==> src/rtl/vision_pkg.sv <==
// Shared constants and payload types for the vision pipeline stages.
package vision_pkg;

    // BT.601 luma weights, scaled by 2^FRAC_BITS, plus round-half-up constant.
    localparam int unsigned BT601_COEF_R = 77;
    localparam int unsigned BT601_COEF_G = 150;
    localparam int unsigned BT601_COEF_B = 29;
    localparam int unsigned FRAC_BITS    = 8;
    localparam int unsigned ROUND_CONST  = 128;

    // Channel slots inside a packed RGB word (B in the least significant slot).
    localparam int unsigned CH_B   = 0;
    localparam int unsigned CH_G   = 1;
    localparam int unsigned CH_R   = 2;
    localparam int unsigned NUM_CH = 3;

    localparam int unsigned IMG_WIDTH_W       = 16;
    localparam int unsigned DEFAULT_IMG_WIDTH = 1920;

    typedef struct packed {
        logic tuser;
        logic tlast;
    } axis_side_t;

    // Index of the final column of a line; a zero width behaves as one pixel.
    function automatic logic [IMG_WIDTH_W-1:0] last_col(input logic [IMG_WIDTH_W-1:0] width);
        return (width == '0) ? '0 : width - IMG_WIDTH_W'(1);
    endfunction

endpackage

==> src/rtl/line_pos_checker.sv <==
// Tracks the column of accepted beats and raises sticky flags when tlast
// disagrees with the latched line width.
module line_pos_checker
    import vision_pkg::*;
(
    input  logic                   clk,
    input  logic                   rst_n,
    input  logic                   beat,
    input  logic                   sof,
    input  logic                   eol,
    input  logic [IMG_WIDTH_W-1:0] img_width,
    input  logic                   err_clr,
    output logic                   err_short_line,
    output logic                   err_long_line
);

    logic [IMG_WIDTH_W-1:0] col_q;
    logic [IMG_WIDTH_W-1:0] width_q;
    logic [IMG_WIDTH_W-1:0] cur_col_c;
    logic [IMG_WIDTH_W-1:0] last_col_c;
    logic [IMG_WIDTH_W-1:0] col_d_c;
    logic                   short_ev_c;
    logic                   long_ev_c;

    // A start-of-frame beat is column 0 and is judged against the width it carries.
    always_comb begin
        cur_col_c  = sof ? '0 : col_q;
        last_col_c = last_col(sof ? img_width : width_q);
        short_ev_c = 1'b0;
        long_ev_c  = 1'b0;
        col_d_c    = col_q;
        if (beat) begin
            short_ev_c = eol && (cur_col_c < last_col_c);
            long_ev_c  = !eol && (cur_col_c >= last_col_c);
            col_d_c    = (eol || (cur_col_c >= last_col_c)) ? '0 : cur_col_c + IMG_WIDTH_W'(1);
        end
    end

    always_ff @(posedge clk or negedge rst_n) begin
        if (!rst_n) begin
            col_q   <= '0;
            width_q <= IMG_WIDTH_W'(DEFAULT_IMG_WIDTH);
        end else begin
            col_q <= col_d_c;
            if (beat && sof) begin
                width_q <= img_width;
            end
        end
    end

    // A new error event takes priority over a same-cycle clear.
    always_ff @(posedge clk or negedge rst_n) begin
        if (!rst_n) begin
            err_short_line <= 1'b0;
            err_long_line  <= 1'b0;
        end else begin
            if (short_ev_c) begin
                err_short_line <= 1'b1;
            end else if (err_clr) begin
                err_short_line <= 1'b0;
            end
            if (long_ev_c) begin
                err_long_line <= 1'b1;
            end else if (err_clr) begin
                err_long_line <= 1'b0;
            end
        end
    end

endmodule

==> src/rtl/rgb_to_gray.sv <==
// Three-stage BT.601 RGB-to-luma converter on AXI4-Stream with full
// backpressure and line-length checking on the input side.
module rgb_to_gray
    import vision_pkg::*;
#(
    parameter int unsigned DATA_WIDTH = 8,
    parameter int unsigned COEF_R     = BT601_COEF_R,
    parameter int unsigned COEF_G     = BT601_COEF_G,
    parameter int unsigned COEF_B     = BT601_COEF_B
) (
    input  logic                         clk,
    input  logic                         rst_n,
    input  logic                         s_axis_tvalid,
    output logic                         s_axis_tready,
    input  logic [NUM_CH*DATA_WIDTH-1:0] s_axis_tdata,
    input  logic                         s_axis_tlast,
    input  logic                         s_axis_tuser,
    output logic                         m_axis_tvalid,
    input  logic                         m_axis_tready,
    output logic [DATA_WIDTH-1:0]        m_axis_tdata,
    output logic                         m_axis_tlast,
    output logic                         m_axis_tuser,
    input  logic [IMG_WIDTH_W-1:0]       img_width,
    input  logic                         err_clr,
    output logic                         err_short_line,
    output logic                         err_long_line
);

    localparam int unsigned PW = DATA_WIDTH + 8;
    localparam int unsigned SW = DATA_WIDTH + 10;

    logic                  ce_c;
    logic                  accept_c;
    logic [DATA_WIDTH-1:0] ch_r_c;
    logic [DATA_WIDTH-1:0] ch_g_c;
    logic [DATA_WIDTH-1:0] ch_b_c;

    logic                  v1_q;
    logic [PW-1:0]         p_r_q;
    logic [PW-1:0]         p_g_q;
    logic [PW-1:0]         p_b_q;
    axis_side_t            side1_q;

    logic                  v2_q;
    logic [SW-1:0]         sum2_q;
    axis_side_t            side2_q;

    logic                  v3_q;
    logic [DATA_WIDTH-1:0] data3_q;
    axis_side_t            side3_q;

    // Whole pipeline moves in lockstep; bubbles are squeezed out whenever the output is free.
    assign ce_c          = m_axis_tready || !v3_q;
    assign accept_c      = s_axis_tvalid && ce_c;
    assign s_axis_tready = ce_c;

    assign ch_r_c = s_axis_tdata[CH_R*DATA_WIDTH +: DATA_WIDTH];
    assign ch_g_c = s_axis_tdata[CH_G*DATA_WIDTH +: DATA_WIDTH];
    assign ch_b_c = s_axis_tdata[CH_B*DATA_WIDTH +: DATA_WIDTH];

    // Weights sum to 256, so the rounded, scaled sum always fits DATA_WIDTH.
    always_ff @(posedge clk or negedge rst_n) begin
        if (!rst_n) begin
            v1_q    <= 1'b0;
            p_r_q   <= '0;
            p_g_q   <= '0;
            p_b_q   <= '0;
            side1_q <= '0;
            v2_q    <= 1'b0;
            sum2_q  <= '0;
            side2_q <= '0;
            v3_q    <= 1'b0;
            data3_q <= '0;
            side3_q <= '0;
        end else if (ce_c) begin
            v1_q    <= s_axis_tvalid;
            p_r_q   <= PW'(ch_r_c) * PW'(COEF_R);
            p_g_q   <= PW'(ch_g_c) * PW'(COEF_G);
            p_b_q   <= PW'(ch_b_c) * PW'(COEF_B);
            side1_q <= '{tuser: s_axis_tuser, tlast: s_axis_tlast};

            v2_q    <= v1_q;
            sum2_q  <= SW'(p_r_q) + SW'(p_g_q) + SW'(p_b_q) + SW'(ROUND_CONST);
            side2_q <= side1_q;

            v3_q    <= v2_q;
            data3_q <= DATA_WIDTH'(sum2_q >> FRAC_BITS);
            side3_q <= side2_q;
        end
    end

    assign m_axis_tvalid = v3_q;
    assign m_axis_tdata  = data3_q;
    assign m_axis_tlast  = side3_q.tlast;
    assign m_axis_tuser  = side3_q.tuser;

    line_pos_checker u_line_pos_checker (
        .clk            (clk),
        .rst_n          (rst_n),
        .beat           (accept_c),
        .sof            (s_axis_tuser),
        .eol            (s_axis_tlast),
        .img_width      (img_width),
        .err_clr        (err_clr),
        .err_short_line (err_short_line),
        .err_long_line  (err_long_line)
    );

endmodule

==> config.mk <==
export PLATFORM = sky130hd
export DESIGN_NAME = rgb_to_gray
export DESIGN_NICKNAME = d
export VERILOG_FILES = /design/src/rtl/vision_pkg.sv /design/src/rtl/line_pos_checker.sv /design/src/rtl/rgb_to_gray.sv
export SDC_FILE = /design/constraint.sdc
export NUM_CORES = 1
export LEC_CHECK = 0
export ABC_AREA = 0
export BUFFER_PORTS_ARGS = -buffer_cell sky130_fd_sc_hd__buf_2
export CORE_UTILIZATION = 61
export DETAILED_ROUTE_END_ITERATION = 8
export PLACE_DENSITY = 0.88
export SLEW_MARGIN = 5
export SYNTH_ARGS = -nofsm -noshare
export SYNTH_HDL_FRONTEND = slang
export SYNTH_SLANG_ARGS = --single-unit
==> constraint.sdc <==
create_clock -name clk -period 4.52 [get_ports clk]
set_clock_uncertainty 0.05 [all_clocks]
set_input_delay 1.13 -clock clk [delete_from_list [all_inputs] [get_ports clk]]
set_output_delay 1.13 -clock clk [all_outputs]
set_load 0.05 [all_outputs]
==> qor.txt <==
r2r endpoint = sum2_q[15]
Yosys warnings = 0
Hold Path Origin = v2_q
Comb power frac = 60.9%
CTS tree = done
vias in the first global route = 6,908
power density over cell area = 594.9 nW/um^2
DRT Pass-1 Iters = 6
Row Count = 43
Worst Tran Pin Value = 0.8303 ns
Worst-Skew Late Latency = 0.36 ns
Worst setup EP type = flip-flop
Seq pwr share = 25.6%
area growth from synthesis to layout = 12.72%
most common cell after layout, fill and taps aside = ha_1
asr flop ratio synth = 100.0%
Core ar. = 13,930 um^2
met3 Use GR = 3.652%
Final setup viols = 0
routability cong. = 0.8477
CTS root buf = clkbuf_16
outcome = finished, final reports clean
total of max-cap violations = 0
number of buffers added on ports = 60
Num CTS Buffers = 9
Post-synth top flop = dfrtp_1
switch share = 44.86%
Starting Density = 62.95%
Distinct cells, synth = 57
first-pass GRT wire length = 31,660 um
reg2reg setup slack = 0.72 ns
share of post-route cells with drive strength above 1 = 16.00%
post-synthesis instance total = 932
top-area cell type share of the netlist area = 27.96%
overall die area = 14,860 um^2
largest net degree at the start of global routing = 81
die width = 121.9 um
met1 Use GR = 34.09%
Routed WL = 18,630 um
Worst Setup Path Type = in -> reg
Syn Nets = 1,161
Clk network pwr share = 13.5%
RSZ-0062 raised after global routing = false
I/O Pins = 61
DR WL/cell = 15.38 um
Tmin final = 4.324 ns
maximum vdd drop = 0.4246 mV
Chip Height = 121.9 um
Post-route DRC = 0
Place WS = -0.1712 ns
GR peak layer = met2
Crit Path Max Fanout = 8
period utilization = 95.67%
ANT nets after route = 0
CP required = 4.76 ns
Internal Pwr Total = 3.244 mW
P_leak = 5.143 nW
Post-synth EDFFs = 0
end-of-flow core utilization = 70.96%
GRT overflow = 0
DP HPWL = 14,390 um
Worst Hold Depth = 2
startpoint types = primary input
most frequent cells in the layout = ha_1 (143), nand2_1 (133), dfrtp_1 (98), inv_1 (95), buf_2 (59)
Worst slew margin = 44.49%
fmax = 231.3 MHz
Clock Pin Slew Worst Setup and Hold Paths = 0.06 ns
leading area contributor after synthesis = dfrtp_1
# nets final = 1,255
initial antenna violation count = 0
Fin. Hold Viols = 0
Clock Sinks = 102
antenna cells = 0
ranking of synthesized cells by area = dfrtp_1 (28%), ha_1 (21%), fa_1 (8.7%)
Critical Path AT = 4.57 ns
Avg Inst Size Synth = 9.412 um^2
final-report max-slew violation count = 0
sequential fraction of the synthesis area = 29.15%
maximum clock path buffer count = 2
Seq cells post-synth = 102
H-tree levels = 3
Hold EP = v2_q
vias = 6,929
vias per cell = 5.722
iteration-0 DRC count of the detailed router = 425
reg2reg start = p_r_q[6]
met2 usage = 47.95%
Reg2Reg Depth = 10
Hold WC Path Type = reg -> reg
CTS Hold Bufs = 0
NetSw = 2.639 mW
post-route worst setup slack = 0.1959 ns
gr usage total = 27.12%
Synth Cell Area = 8772 um^2
registers in the layout, summed over array words and instances, names as in the netlist, 2 cells and up:
name / count
p_b_q: 13
sum2_q: 8
u_line_pos_checker.col_q: 16
u_line_pos_checker.width_q: 16
p_g_q: 15
side2_q: 2
p_r_q: 15
m_axis_tdata: 8
side1_q: 2
critical path, stage by stage:
cell and delay (ns):
buf_2 0.15, buf_4 0.16, mux2i_2 0.27, ha_2 0.23, nand3b_1 0.20, nor4_2 0.32
xnor2_1 0.17, nand2_1 0.09, ha_1 0.31, nand4_1 0.12, nor4_1 0.09, or4_1 0.39
or3_4 0.35, buf_4 0.18, o41ai_2 0.27, a31o_1 0.13
metal layers:
metal / vias to the layer above / share of wire, %
li1: 3395 / -
met1: 3357 / 45
met2: 149 / 50
met3: 28 / 3.2
met4: 0 / 1.8
met5: - / 0
stage by stage:
step           cells  total power [mW]  hold slack [ns]  TNS (ns)  cell area (um^2)
2_1_floorplan    932             4.120           0.3800         0              8820
3_3_place_gp    1195             4.831           0.3900         0              9583
3_5_place_dp    1195             5.032           0.3970    -1.823              9583
4_1_cts         1211             5.881           0.4113         0              9881
5_1_grt         1211             6.468           0.4304         0              9888
6_report        1211             5.883           0.4108         0              9888
layout make-up:
cell class              count  area [um^2]
clock buffers               9        225.2
clock inverters             7        72.57
fillers                   987         4046
inverters                  96        372.9
multi-input cells         707         5757
flip-flops and latches    102         2557
well taps                 180        225.2
repair buffers            110        678.2
logic make-up after synthesis:
group | Yosys count | synth area share, %
AO/OA/AOI/OAI | 159 | 12.14
XOR/XNOR | 49 | 4.892
adder cells (fa/ha/maj) | 182 | 29.21
buffers and inverters | 123 | 5.591
flip-flops | 102 | 29.15
multiplexers | 32 | 3.894
AND/OR/NAND/NOR | 285 | 15.12
synthesized netlist by cell type (7+ instances only):
cell	count
nor3_1	21
nand2_1	133
o21bai_1	8
nor2_1	47
dfrtp_1	98
inv_1	95
clkbuf_1	16
o21ai_0	28
mux2_2	17
nand3_1	21
a21o_1	19
a22o_1	7
mux2i_1	15
nor2b_1	18
xor2_1	20
xnor2_1	29
ha_1	144
a21oi_1	51
fa_1	38
power by group through the flow:
stage	registers, mW	logic [mW]	clock network [mW]
floorplan	1.62	2.50	0
detailed placement	1.51	3.52	0
finish	1.51	3.58	0.795
global route	1.54	4.09	0.836
CTS	1.50	3.58	0.797
global placement	1.50	3.33	0
worst max-delay path by stage:
stage	startpoint	cells after the start	endpoint
2_1_floorplan	s_axis_tuser	17	u_line_pos_checker.col_q[6]
3_3_place_gp	s_axis_tdata[20]	13	p_r_q[12]
3_5_place_dp	s_axis_tuser	16	u_line_pos_checker.col_q[5]
4_1_cts	s_axis_tuser	16	u_line_pos_checker.col_q[5]
5_1_grt	s_axis_tuser	16	u_line_pos_checker.col_q[5]
6_report	s_axis_tuser	16	u_line_pos_checker.col_q[11]
timing repair:
item / in CTS / in global routing
setup endpoints to repair: 0 / 14
buffers inserted: 0 / 0
endpoints found under the hold margin: 0 / 0
gates resized for setup: 0 / 2
No activity file was read; power rests on OpenSTA's default activity.
